==> src/rtl/rv32_d_decode_stage_if.sv <==
`default_nettype none
// ============================================================================
//  Module      : rv32_d_decode_stage_if
//  Description : Fetch-side and execute-side handshake bundle of the RV32
//                registered decode stage. The slave modport is the decode
//                stage itself; the master modport is its environment.
//  Revision    : 1.0 - initial release
// ============================================================================
interface rv32_d_decode_stage_if #(
    parameter int XLEN  = 32,
    parameter int CNT_W = 16
);
    // fetch side
    logic             flush_i;
    logic             valid_i;
    logic             ready_o;
    logic [31:0]      instr_i;
    logic [XLEN-1:0]  pc_i;

    // execute side
    logic             valid_o;
    logic             ready_i;
    logic [XLEN-1:0]  pc_o;
    logic [4:0]       rd_o;
    logic [4:0]       rs1_o;
    logic [4:0]       rs2_o;
    logic [2:0]       funct3_o;
    logic             reg_write_o;
    logic             alu_src_a_o;
    logic             alu_src_b_o;
    logic             mem_write_o;
    logic             branch_o;
    logic             jump_o;
    logic             pc_target_src_o;
    logic [2:0]       imm_src_o;
    logic [1:0]       result_src_o;
    logic [1:0]       alu_op_o;
    logic [1:0]       unit_o;
    logic             csr_o;
    logic             illegal_o;
    logic [CNT_W-1:0] illegal_cnt_o;

    modport slave (
        input  flush_i, valid_i, instr_i, pc_i, ready_i,
        output ready_o, valid_o, pc_o, rd_o, rs1_o, rs2_o, funct3_o,
               reg_write_o, alu_src_a_o, alu_src_b_o, mem_write_o,
               branch_o, jump_o, pc_target_src_o, imm_src_o,
               result_src_o, alu_op_o, unit_o, csr_o, illegal_o,
               illegal_cnt_o
    );

    modport master (
        output flush_i, valid_i, instr_i, pc_i, ready_i,
        input  ready_o, valid_o, pc_o, rd_o, rs1_o, rs2_o, funct3_o,
               reg_write_o, alu_src_a_o, alu_src_b_o, mem_write_o,
               branch_o, jump_o, pc_target_src_o, imm_src_o,
               result_src_o, alu_op_o, unit_o, csr_o, illegal_o,
               illegal_cnt_o
    );
endinterface
`default_nettype wire

==> src/rtl/rv32_d_decode_stage.sv <==
`default_nettype none
// ============================================================================
//  Module      : rv32_d_decode_stage
//  Description : Registered RV32 main decoder with extension-unit select,
//                CSR / illegal flags, a 2-entry skid buffer between fetch
//                and execute, and a saturating illegal-instruction counter.
//  Revision    : 1.0 - initial release
// ============================================================================
module rv32_d_decode_stage #(
    parameter int XLEN   = 32,
    parameter bit EN_M   = 1'b1,
    parameter bit EN_A   = 1'b1,
    parameter bit EN_F   = 1'b1,
    parameter bit EN_CSR = 1'b1,
    parameter int CNT_W  = 16
) (
    input  logic                  clk_i,
    input  logic                  rst_i,
    rv32_d_decode_stage_if.slave  bus
);

    // ------------------------------------------------------------------
    // Encodings
    // ------------------------------------------------------------------
    localparam logic [6:0] OPC_ZERO     = 7'b0000000;
    localparam logic [6:0] OPC_LOAD     = 7'b0000011;
    localparam logic [6:0] OPC_LOAD_FP  = 7'b0000111;
    localparam logic [6:0] OPC_FENCE    = 7'b0001111;
    localparam logic [6:0] OPC_OP_IMM   = 7'b0010011;
    localparam logic [6:0] OPC_AUIPC    = 7'b0010111;
    localparam logic [6:0] OPC_STORE    = 7'b0100011;
    localparam logic [6:0] OPC_STORE_FP = 7'b0100111;
    localparam logic [6:0] OPC_AMO      = 7'b0101111;
    localparam logic [6:0] OPC_OP       = 7'b0110011;
    localparam logic [6:0] OPC_LUI      = 7'b0110111;
    localparam logic [6:0] OPC_OP_FP    = 7'b1010011;
    localparam logic [6:0] OPC_BRANCH   = 7'b1100011;
    localparam logic [6:0] OPC_JALR     = 7'b1100111;
    localparam logic [6:0] OPC_JAL      = 7'b1101111;
    localparam logic [6:0] OPC_SYSTEM   = 7'b1110011;

    localparam logic [6:0] F7_BASE   = 7'b0000000;
    localparam logic [6:0] F7_ALT    = 7'b0100000;
    localparam logic [6:0] F7_MULDIV = 7'b0000001;

    localparam logic [2:0] IMM_I = 3'b000;
    localparam logic [2:0] IMM_S = 3'b001;
    localparam logic [2:0] IMM_B = 3'b010;
    localparam logic [2:0] IMM_J = 3'b011;
    localparam logic [2:0] IMM_U = 3'b100;

    localparam logic [1:0] RES_ALU = 2'b00;
    localparam logic [1:0] RES_MEM = 2'b01;
    localparam logic [1:0] RES_PC4 = 2'b10;

    localparam logic [1:0] ALU_ADD    = 2'b00;
    localparam logic [1:0] ALU_BRANCH = 2'b01;
    localparam logic [1:0] ALU_FUNCT  = 2'b10;
    localparam logic [1:0] ALU_UPASS  = 2'b11;

    localparam logic [1:0] UNIT_INT    = 2'b00;
    localparam logic [1:0] UNIT_MULDIV = 2'b01;
    localparam logic [1:0] UNIT_FPU    = 2'b10;
    localparam logic [1:0] UNIT_AMO    = 2'b11;

    localparam logic [1:0] CNT_EMPTY = 2'd0;
    localparam logic [1:0] CNT_ONE   = 2'd1;
    localparam logic [1:0] CNT_FULL  = 2'd2;

    localparam logic [CNT_W-1:0] ILL_MAX = {CNT_W{1'b1}};
    localparam logic [CNT_W-1:0] ILL_INC = {{(CNT_W-1){1'b0}}, 1'b1};

    // One decoded instruction as it travels through the skid buffer
    typedef struct packed {
        logic [XLEN-1:0] pc;
        logic [4:0]      rd;
        logic [4:0]      rs1;
        logic [4:0]      rs2;
        logic [2:0]      funct3;
        logic            reg_write;
        logic            alu_src_a;
        logic            alu_src_b;
        logic            mem_write;
        logic            branch;
        logic            jump;
        logic            pc_target_src;
        logic [2:0]      imm_src;
        logic [1:0]      result_src;
        logic [1:0]      alu_op;
        logic [1:0]      unit;
        logic            csr;
        logic            illegal;
    } entry_t;

    logic [6:0] opcode;
    logic [2:0] funct3;
    logic [6:0] funct7;
    entry_t     dec;

    // head_q feeds the outputs; skid_q holds the second entry when full
    entry_t             head_q,  head_d;
    entry_t             skid_q,  skid_d;
    logic [1:0]         count_q, count_d;
    logic               ready_q, ready_d;
    logic [CNT_W-1:0]   ill_cnt_q, ill_cnt_d;
    logic               push;
    logic               pop;

    assign opcode = bus.instr_i[6:0];
    assign funct3 = bus.instr_i[14:12];
    assign funct7 = bus.instr_i[31:25];

    // Main decoder: controls stay zero for bubbles, FENCE and illegal words
    always_comb begin
        dec        = '0;
        dec.pc     = bus.pc_i;
        dec.rd     = bus.instr_i[11:7];
        dec.rs1    = bus.instr_i[19:15];
        dec.rs2    = bus.instr_i[24:20];
        dec.funct3 = funct3;
        case (opcode)
            OPC_ZERO, OPC_FENCE: begin
                dec.illegal = 1'b0;
            end
            OPC_LOAD: begin
                dec.reg_write  = 1'b1;
                dec.imm_src    = IMM_I;
                dec.alu_src_b  = 1'b1;
                dec.result_src = RES_MEM;
            end
            OPC_OP_IMM: begin
                dec.reg_write = 1'b1;
                dec.imm_src   = IMM_I;
                dec.alu_src_b = 1'b1;
                dec.alu_op    = ALU_FUNCT;
            end
            OPC_AUIPC: begin
                dec.reg_write = 1'b1;
                dec.imm_src   = IMM_U;
                dec.alu_src_a = 1'b1;
                dec.alu_src_b = 1'b1;
                dec.alu_op    = ALU_UPASS;
            end
            OPC_STORE: begin
                dec.imm_src   = IMM_S;
                dec.alu_src_b = 1'b1;
                dec.mem_write = 1'b1;
            end
            OPC_OP: begin
                if ((funct7 == F7_BASE) || (funct7 == F7_ALT) ||
                    ((funct7 == F7_MULDIV) && EN_M)) begin
                    dec.reg_write = 1'b1;
                    dec.alu_op    = ALU_FUNCT;
                    if (funct7 == F7_MULDIV) begin
                        dec.unit = UNIT_MULDIV;
                    end
                end else begin
                    dec.illegal = 1'b1;
                end
            end
            OPC_LUI: begin
                dec.reg_write = 1'b1;
                dec.imm_src   = IMM_U;
                dec.alu_src_b = 1'b1;
                dec.alu_op    = ALU_UPASS;
            end
            OPC_BRANCH: begin
                dec.imm_src = IMM_B;
                dec.branch  = 1'b1;
                dec.alu_op  = ALU_BRANCH;
            end
            OPC_JALR: begin
                dec.reg_write     = 1'b1;
                dec.imm_src       = IMM_I;
                dec.alu_src_b     = 1'b1;
                dec.result_src    = RES_PC4;
                dec.alu_op        = ALU_ADD;
                dec.jump          = 1'b1;
                dec.pc_target_src = 1'b1;
            end
            OPC_JAL: begin
                dec.reg_write  = 1'b1;
                dec.imm_src    = IMM_J;
                dec.result_src = RES_PC4;
                dec.jump       = 1'b1;
            end
            OPC_SYSTEM: begin
                // ECALL/EBREAK/xRET (funct3=000) decode as a no-op bundle
                if (EN_CSR && (funct3 != 3'b000)) begin
                    dec.csr       = 1'b1;
                    dec.reg_write = 1'b1;
                end
            end
            OPC_AMO: begin
                if (EN_A) begin
                    dec.unit       = UNIT_AMO;
                    dec.reg_write  = 1'b1;
                    dec.result_src = RES_MEM;
                    dec.imm_src    = IMM_I;
                    dec.alu_src_b  = 1'b0;
                end else begin
                    dec.illegal = 1'b1;
                end
            end
            OPC_LOAD_FP: begin
                if (EN_F) begin
                    dec.unit       = UNIT_FPU;
                    dec.reg_write  = 1'b1;
                    dec.imm_src    = IMM_I;
                    dec.alu_src_b  = 1'b1;
                    dec.result_src = RES_MEM;
                end else begin
                    dec.illegal = 1'b1;
                end
            end
            OPC_STORE_FP: begin
                if (EN_F) begin
                    dec.unit      = UNIT_FPU;
                    dec.imm_src   = IMM_S;
                    dec.alu_src_b = 1'b1;
                    dec.mem_write = 1'b1;
                end else begin
                    dec.illegal = 1'b1;
                end
            end
            OPC_OP_FP: begin
                if (EN_F) begin
                    dec.unit      = UNIT_FPU;
                    dec.reg_write = 1'b1;
                    dec.alu_op    = ALU_FUNCT;
                end else begin
                    dec.illegal = 1'b1;
                end
            end
            default: begin
                dec.illegal = 1'b1;
            end
        endcase
    end

    // push is gated by the registered ready so a full buffer never overflows
    assign push = bus.valid_i & ready_q & ~bus.flush_i;
    assign pop  = (count_q != CNT_EMPTY) & bus.ready_i;

    // Skid-buffer and counter next state; flush overrides every other event
    always_comb begin
        head_d    = head_q;
        skid_d    = skid_q;
        count_d   = count_q;
        ill_cnt_d = ill_cnt_q;
        if (bus.flush_i) begin
            count_d = CNT_EMPTY;
        end else begin
            case ({push, pop})
                2'b10: begin
                    if (count_q == CNT_EMPTY) begin
                        head_d  = dec;
                        count_d = CNT_ONE;
                    end else begin
                        skid_d  = dec;
                        count_d = CNT_FULL;
                    end
                end
                2'b01: begin
                    if (count_q == CNT_FULL) begin
                        head_d  = skid_q;
                        count_d = CNT_ONE;
                    end else begin
                        // head_q keeps the popped entry; valid_o drops
                        count_d = CNT_EMPTY;
                    end
                end
                2'b11: begin
                    // only reachable with one entry stored
                    head_d = dec;
                end
                default: begin
                    count_d = count_q;
                end
            endcase
            if (push && dec.illegal && (ill_cnt_q != ILL_MAX)) begin
                ill_cnt_d = ill_cnt_q + ILL_INC;
            end
        end
    end

    assign ready_d = (count_d != CNT_FULL);

    // State registers, cleared asynchronously
    always_ff @(posedge clk_i or posedge rst_i) begin
        if (rst_i) begin
            head_q    <= '0;
            skid_q    <= '0;
            count_q   <= CNT_EMPTY;
            ready_q   <= 1'b1;
            ill_cnt_q <= '0;
        end else begin
            head_q    <= head_d;
            skid_q    <= skid_d;
            count_q   <= count_d;
            ready_q   <= ready_d;
            ill_cnt_q <= ill_cnt_d;
        end
    end

    assign bus.ready_o         = ready_q;
    assign bus.valid_o         = (count_q != CNT_EMPTY);
    assign bus.pc_o            = head_q.pc;
    assign bus.rd_o            = head_q.rd;
    assign bus.rs1_o           = head_q.rs1;
    assign bus.rs2_o           = head_q.rs2;
    assign bus.funct3_o        = head_q.funct3;
    assign bus.reg_write_o     = head_q.reg_write;
    assign bus.alu_src_a_o     = head_q.alu_src_a;
    assign bus.alu_src_b_o     = head_q.alu_src_b;
    assign bus.mem_write_o     = head_q.mem_write;
    assign bus.branch_o        = head_q.branch;
    assign bus.jump_o          = head_q.jump;
    assign bus.pc_target_src_o = head_q.pc_target_src;
    assign bus.imm_src_o       = head_q.imm_src;
    assign bus.result_src_o    = head_q.result_src;
    assign bus.alu_op_o        = head_q.alu_op;
    assign bus.unit_o          = head_q.unit;
    assign bus.csr_o           = head_q.csr;
    assign bus.illegal_o       = head_q.illegal;
    assign bus.illegal_cnt_o   = ill_cnt_q;

endmodule
`default_nettype wire

==> src/flat_wrapper.sv <==
// flat-port wrapper written by rule: the top's interface ports become plain ports
module rv32_d_decode_stage_flat 
#(
    parameter int XLEN   = 32,
    parameter bit EN_M   = 1'b1,
    parameter bit EN_A   = 1'b1,
    parameter bit EN_F   = 1'b1,
    parameter bit EN_CSR = 1'b1,
    parameter int CNT_W  = 16
)
  (clk_i, rst_i, bus_flush_i, bus_valid_i, bus_instr_i, bus_pc_i, bus_ready_i, bus_ready_o, bus_valid_o, bus_pc_o, bus_rd_o, bus_rs1_o, bus_rs2_o, bus_funct3_o, bus_reg_write_o, bus_alu_src_a_o, bus_alu_src_b_o, bus_mem_write_o, bus_branch_o, bus_jump_o, bus_pc_target_src_o, bus_imm_src_o, bus_result_src_o, bus_alu_op_o, bus_unit_o, bus_csr_o, bus_illegal_o, bus_illegal_cnt_o);
  rv32_d_decode_stage_if #(.XLEN(XLEN), .CNT_W(CNT_W)) bus_i ();
  input  logic clk_i;
  input  logic rst_i;
  input wire logic [$bits(bus_i.flush_i)-1:0] bus_flush_i;
  input wire logic [$bits(bus_i.valid_i)-1:0] bus_valid_i;
  input wire logic [$bits(bus_i.instr_i)-1:0] bus_instr_i;
  input wire logic [$bits(bus_i.pc_i)-1:0] bus_pc_i;
  input wire logic [$bits(bus_i.ready_i)-1:0] bus_ready_i;
  output wire logic [$bits(bus_i.ready_o)-1:0] bus_ready_o;
  output wire logic [$bits(bus_i.valid_o)-1:0] bus_valid_o;
  output wire logic [$bits(bus_i.pc_o)-1:0] bus_pc_o;
  output wire logic [$bits(bus_i.rd_o)-1:0] bus_rd_o;
  output wire logic [$bits(bus_i.rs1_o)-1:0] bus_rs1_o;
  output wire logic [$bits(bus_i.rs2_o)-1:0] bus_rs2_o;
  output wire logic [$bits(bus_i.funct3_o)-1:0] bus_funct3_o;
  output wire logic [$bits(bus_i.reg_write_o)-1:0] bus_reg_write_o;
  output wire logic [$bits(bus_i.alu_src_a_o)-1:0] bus_alu_src_a_o;
  output wire logic [$bits(bus_i.alu_src_b_o)-1:0] bus_alu_src_b_o;
  output wire logic [$bits(bus_i.mem_write_o)-1:0] bus_mem_write_o;
  output wire logic [$bits(bus_i.branch_o)-1:0] bus_branch_o;
  output wire logic [$bits(bus_i.jump_o)-1:0] bus_jump_o;
  output wire logic [$bits(bus_i.pc_target_src_o)-1:0] bus_pc_target_src_o;
  output wire logic [$bits(bus_i.imm_src_o)-1:0] bus_imm_src_o;
  output wire logic [$bits(bus_i.result_src_o)-1:0] bus_result_src_o;
  output wire logic [$bits(bus_i.alu_op_o)-1:0] bus_alu_op_o;
  output wire logic [$bits(bus_i.unit_o)-1:0] bus_unit_o;
  output wire logic [$bits(bus_i.csr_o)-1:0] bus_csr_o;
  output wire logic [$bits(bus_i.illegal_o)-1:0] bus_illegal_o;
  output wire logic [$bits(bus_i.illegal_cnt_o)-1:0] bus_illegal_cnt_o;
  assign bus_i.flush_i = bus_flush_i;
  assign bus_i.valid_i = bus_valid_i;
  assign bus_i.instr_i = bus_instr_i;
  assign bus_i.pc_i = bus_pc_i;
  assign bus_i.ready_i = bus_ready_i;
  assign bus_ready_o = bus_i.ready_o;
  assign bus_valid_o = bus_i.valid_o;
  assign bus_pc_o = bus_i.pc_o;
  assign bus_rd_o = bus_i.rd_o;
  assign bus_rs1_o = bus_i.rs1_o;
  assign bus_rs2_o = bus_i.rs2_o;
  assign bus_funct3_o = bus_i.funct3_o;
  assign bus_reg_write_o = bus_i.reg_write_o;
  assign bus_alu_src_a_o = bus_i.alu_src_a_o;
  assign bus_alu_src_b_o = bus_i.alu_src_b_o;
  assign bus_mem_write_o = bus_i.mem_write_o;
  assign bus_branch_o = bus_i.branch_o;
  assign bus_jump_o = bus_i.jump_o;
  assign bus_pc_target_src_o = bus_i.pc_target_src_o;
  assign bus_imm_src_o = bus_i.imm_src_o;
  assign bus_result_src_o = bus_i.result_src_o;
  assign bus_alu_op_o = bus_i.alu_op_o;
  assign bus_unit_o = bus_i.unit_o;
  assign bus_csr_o = bus_i.csr_o;
  assign bus_illegal_o = bus_i.illegal_o;
  assign bus_illegal_cnt_o = bus_i.illegal_cnt_o;
  rv32_d_decode_stage #(.XLEN(XLEN), .EN_M(EN_M), .EN_A(EN_A), .EN_F(EN_F), .EN_CSR(EN_CSR), .CNT_W(CNT_W)) u_core (.clk_i(clk_i), .rst_i(rst_i), .bus(bus_i));
endmodule
==> config.mk <==
export PLATFORM = sky130hd
export DESIGN_NAME = rv32_d_decode_stage_flat
export DESIGN_NICKNAME = d
export VERILOG_FILES = /design/src/rtl/rv32_d_decode_stage_if.sv /design/src/rtl/rv32_d_decode_stage.sv /design/src/flat_wrapper.sv
export SDC_FILE = /design/constraint.sdc
export NUM_CORES = 1
export LEC_CHECK = 0
export BUFFER_PORTS_ARGS = -buffer_cell sky130_fd_sc_hd__buf_4
export CELL_PAD_IN_SITES_DETAIL_PLACEMENT = 1
export CELL_PAD_IN_SITES_GLOBAL_PLACEMENT = 2
export CORE_ASPECT_RATIO = 1.2
export CORE_MARGIN = 2
export CORE_UTILIZATION = 37
export DETAILED_ROUTE_END_ITERATION = 6
export PLACE_DENSITY_LB_ADDON = 0.2
export SLEW_MARGIN = 20
export SYNTH_ARGS = -nofsm -noshare
export SYNTH_HDL_FRONTEND = slang
export SYNTH_SLANG_ARGS = --single-unit
==> constraint.sdc <==
create_clock -name clk_i -period 7.3 [get_ports clk_i]
set_input_delay 0.365 -clock clk_i [delete_from_list [all_inputs] [get_ports clk_i]]
set_output_delay 0.365 -clock clk_i [all_outputs]
set_load 0.05 [all_outputs]
# Word level (Yosys, flattened, before mapping)
# Index checks and enable logic that the tools add are counted.
[word_totals]
reg_bits = 155
in_bits = 69
out_inout_bits = 86
elab_cells = 117
[op_classes]
add_sub_neg = 1
n_eq_ne = 25
muxes = 25
bitwise_logic = 5
reduce_logical = 22
[ops]
columns = ["cell", "count"]
rows = [
  ["$pmux W68 S3", 1],
  ["$mux W68", 2],
  ["$eq A7 B6 Y1 const B", 6],
  ["$eq A7 B7 Y1 const B", 5],
  ["$add A16 B1 Y16 const B", 1],
  ["$ne A16 B16 Y1 const B", 1],
  ["$reduce_or A15 Y1", 1],
  ["$eq A7 B5 Y1 const B", 2],
  ["$logic_not A7 Y1", 2],
  ["$mux W1", 12],
  ["$pmux W3 S4", 1],
  ["$reduce_or A9 Y1", 1],
  ["$pmux W2 S2", 2],
  ["$pmux W2 S4", 1],
  ["$reduce_or A2 Y1", 4],
  ["$reduce_or A8 Y1", 1],
  ["$eq A7 B1 Y1 const B", 1],
  ["$eq A7 B2 Y1 const B", 1],
  ["$eq A7 B3 Y1 const B", 1],
  ["$eq A7 B4 Y1 const B", 1],
  ["$eq A2 B2 Y1 const B", 3],
  ["$pmux W2 S3", 1],
  ["$reduce_bool A3 Y1", 2],
  ["$reduce_or A3 Y1", 2],
  ["16 further kinds", 23],
]

# Logic depth before layout (Yosys ltp)
[logic_depth]
word_depth = 8
mapped_depth = 10
ltp_nobuf = 8

# Worst setup path after synthesis
# No wires, ideal clock.
[synth_path]
path_kind = "reg-to-reg"
startpoint = "register u_core.ready_q (netlist: u_core.bus.ready_o)"
endpoint = "register u_core.head_q (netlist bit u_core.bus.funct3_o[0])"
setup_time_ns = 0.125
t_arrival_ns = 2.136
required_ns = 7.175
setup_slack_ns = 5.039
stages_incl_launch_ff = 9
path_buffers = 2
synth_period_minus_slack_ns = 2.261
cell_sequence = "dfstp_2 nand2_1 nor2_1 inv_1 ha_1 clkbuf_1 buf_1 mux2_2 mux2_2"
[synth_via]
elab_chain_len = 5
elab_cells_between_ends = 10
classes_between = "eq/ne (5); mux (1); bitwise (2); reduce/logical (2)"
[synth_lines]
columns = ["item", "line", "text"]
rows = [
  ["start: declaration", "rv32_d_decode_stage.sv:104", "logic ready_q, ready_d;"],
  ["start signal: assignment", "rv32_d_decode_stage.sv:301", "ready_q <= ready_d;"],
  ["$and A1 B1 Y1 * (2 in a row)", "rv32_d_decode_stage.sv:242", "assign push = bus.valid_i & ready_q & ~bus.flush_i;"],
  ["$eq A2 B1 Y1 / $eq A2 B2 Y1 (equally long branches)", "rv32_d_decode_stage.sv:254", "case ({push, pop})"],
  ["$ne A2 B1 Y1 (no line) / $reduce_bool A3 Y1 (equally long branches)", "-", ""],
  ["$reduce_and A4 Y1 (no line)", "-", ""],
  ["end signal: assignment", "rv32_d_decode_stage.sv:292", "head_q <= '0;"],
  ["end signal: assignment", "rv32_d_decode_stage.sv:298", "head_q <= head_d;"],
  ["end: declaration", "rv32_d_decode_stage.sv:101", "entry_t head_q, head_d;"],
]
# Every way passes the cells marked *; elsewhere a longest branch is shown, timed or not.
# A chain may end at the register's enable or synchronous reset.

# Worst setup path in the final report
[layout_path]
startpoint = "register u_core.count_q[0]"
endpoint = "register u_core.head_q (netlist bit u_core.bus.mem_write_o)"
[layout_via]
elab_chain_len = 5
elab_cells_between_ends = 12
classes_between = "eq/ne (6); mux (1); bitwise (1); reduce/logical (4)"
[layout_lines]
columns = ["item", "line", "text"]
rows = [
  ["start: declaration", "rv32_d_decode_stage.sv:103", "logic [1:0] count_q, count_d;"],
  ["start signal: assignment", "rv32_d_decode_stage.sv:300", "count_q <= count_d;"],
  ["$reduce_bool A2 Y1", "rv32_d_decode_stage.sv:243", "assign pop = (count_q != CNT_EMPTY) & bus.ready_i;"],
  ["$and A1 B1 Y1", "rv32_d_decode_stage.sv:243", ""],
  ["$eq A2 B1 Y1 / $eq A2 B2 Y1 (equally long branches)", "rv32_d_decode_stage.sv:254", ""],
  ["$ne A2 B1 Y1 (no line) / $reduce_bool A3 Y1 (equally long branches)", "-", ""],
  ["$reduce_and A4 Y1 (no line)", "-", ""],
]
# Several ways; a longest one is shown, not always the timed one.

==> results.toml <==
[run]
cap_violations = 0

[cts]
clk_pin_slew_ns = 0.06
clock-root-buffer = "clkbuf_16"
cts_buffers = 17
cts.repair.resized = 0
clk_latency_ns = 0.42
cts_htree_levels = 4
cts_tree = "built"
cts.sinks = 153
postCtsHoldBufs = 0
clock_path_buffers = 2
postCtsSetupBuffers = 0

[worst_setup_path]
crit_path_max_fanout = 67
worstSetupEndpoint = "u_core.bus.mem_write_o"
r2r_slack_ns = 4.01
r2r-end = "u_core.bus.mem_write_o"
cpLargestDelayFamily = "simple AND/OR/NAND/NOR gates"
worst-setup-path-type = "reg2reg"
start_kind = "flop"
crit_chain = "nor2_1, nor2b_1, ha_4, buf_12, o21ai_0, nand2b_4, mux2_2"
cp_num_buf_inv = 1
worstRegToRegCells = 7
cp.depth = 7
reg2reg_from = "u_core.count_q[0]"
critPathArrivalTime_ns = 3.59
end_kind = "flop"
startpoint = "u_core.count_q[0]"
cp_slowest_cell = "nand2b_4"
required_ns = 7.60
cp_slowest_stage_delay_ns = 0.82

[sta]
finalCritPeriodShare_pct = 45.1
whs_ns = 0.0935
setup-tns-final_ns = 0
skew_ns = 0.00606
worstMarginPinSlew_ns = 1.04
relSlewSlack_pct = 30.9
timing.fmax_mhz = 304
hold_violations = 0
rsz0062_at_grt = "no"
worst_slack_ns = 4.01
setup_viol = 0
fin_crit_ns = 3.29
final-max-slew-violation-count = 0

[synth]
syn_inst = 667
yosysWarnings = 0
synth-edff-count = 0
yosys-top-cells-count = "nand2_1 (197), dfrtp_1 (152), mux2_2 (119), o21ai_0 (32), clkbuf_1 (17)"
synth.area.top_cells = "dfrtp_1 (54%), mux2_2 (19%), nand2_1 (10%)"
syn-cell-area_sq_um = 7090
yosysTopAreaCell = "dfrtp_1"
netlist.area_leader.share_pct = 53.6
synth_fp_nets = 739
seq_area_frac_synth_pct = 54.0
synth-main-ff-cell = "dfrtp_1"
ys_seq_elements = 153
yosysUniqueCellTypes = 47
syn_avg_cell_area_sq_um = 10.6
ys_async_sr_fraction_pct = 100
yosysMostFrequentCell = "nand2_1"

[floorplan]
die_h_microns = 156
top_level_ports = 155
die_area_sq_um = 20300
rows = 55
chipWidth_microns = 130
core_area_sq_um = 18900
start_util_pct = 37.6

[placed_design]
hpwlAfterDp_microns = 12300
numPortBuffers = 154
place.gp.congestion = 0.774
place_ws_ns = 3.69
place_area_sq_um = 8420

[drt]
ant_nets = 0
drc = 0
routed_wirelength_microns = 18400
wire_per_inst_microns = 17.1
detail_route.vias_per_cell = 5.02
drtIter0Drc = 179
firstDrtPassIters = 4
num_vias = 5381

[run_status]
status = "finished, final reports clean"

[power]
cellLeakagePower_nw = 4.36
ir_worst_vdd_mv = 0.185
power_density_nw_per_um2 = 295

[cells_and_area]
fin_area_sq_um = 8990
multiInputGateArea_sq_um = 3040
utilization_pct = 47.7
nFillCells = 2144
num_antenna_cells = 0
drive_gt1_share_pct = 39.3
register_area_sq_um = 3830
final_nets = 875
synthToLayoutAreaGrowth_pct = 26.7

[worst_hold_path]
hp-class = "in2async"

[global_routing]
antenna_found_initial = 0
grt.overflow.total = 0
track_usage_pct = 18.7
first_global_vias = 5837
grt_max_degree = 92
grt_pass1_wl_microns = 29600
[worst min-delay path by stage]
stage                                 start           endpoint  slack (ns)  depth (start not counted)
after floorplan                 bus_flush_i  u_core.count_q[0]        0.44                          1
after global placement    u_core.skid_q[52]  u_core.skid_q[52]        0.45                          2
after detailed placement  u_core.skid_q[25]  u_core.skid_q[25]        0.46                          2
after CTS                       bus_pc_i[5]  u_core.skid_q[41]        0.12                          3
after global routing         bus_instr_i[9]  u_core.skid_q[33]        0.13                          3
final                                 rst_i  u_core.skid_q[44]        0.09                          2
[cell type report]
type	instances	area share, %
clock buffer	22	5.05
sequential	153	42.6
timing repair buffer	158	13.3
clock inverter	10	1.07
inverter	11	0.515
tap	256	3.56
multi-input combinational	462	33.9
[registers in the layout (all words and copies together) (netlist names), 2 cells and up]
| signal | count |
|---|---|
| u_core.bus.rd_o | 5 |
| u_core.bus.pc_o | 32 |
| u_core.bus.rs2_o | 5 |
| u_core.bus.rs1_o | 5 |
| u_core.bus.result_src_o | 2 |
| u_core.count_q | 2 |
| u_core.bus.imm_src_o | 3 |
| u_core.bus.funct3_o | 3 |
| u_core.bus.alu_op_o | 2 |
| u_core.skid_q | 67 |
| u_core.bus.unit_o | 2 |
| u_core.bus.illegal_cnt_o | 16 |
[logic make-up after synthesis]
family	Yosys count	synth area share, %
adder cells (fa/ha/maj)	3	0.529
multiplexers	122	19.3
XOR/XNOR	16	1.98
buffers and inverters	52	3.44
AO/OA/AOI/OAI	54	4.39
flip-flops	153	54.0
AND/OR/NAND/NOR	267	16.3
[worst register-to-register path, stage by stage, from the launching register on]
cell and delay (ns):
dfrtp_1 0.42, nor2_1 0.12, nor2b_1 0.26, ha_4 0.52
buf_12 0.32, o21ai_0 0.26, nand2b_4 0.82, mux2_2 0.45
[cell usage in the layout (no fill, tap or decap), types with 6 or more instances in the layout]
cell         n
nor2_1      13
inv_1       10
nor4_1       8
xor2_1      10
dfrtp_1    152
nand3_1      7
a21oi_1      7
buf_4      157
nand4_1      6
mux2_2     119
o21ai_0     32
nor3_1       9
nand3b_1     6
clkbuf_16   17
xnor2_1      6
nand2_1    197
[metal layers]
layer	wire length (microns)	share of wire, %	vias up	track usage (%)
li1	-	-	2508	-
met1	8120	44	2746	23.2
met2	9260	50	106	32.2
met3	693	3.8	21	4.05
met4	290	1.6	0	6.18
met5	0	0	-	0
[power by group]
group          switching (mW)  internal, mW
clock network           0.355         0.479
registers              0.0971         0.988
logic                   0.478         0.253
total                   0.931          1.72
[per-stage QoR]
stage                     std cells  power [mW]
after floorplan                 667        1.58
after global placement         1039        1.82
after detailed placement       1039        1.84
after CTS                      1071        2.69
after global routing           1072        2.77
final                          1072        2.65
No activity file was read; power rests on OpenSTA's default activity.
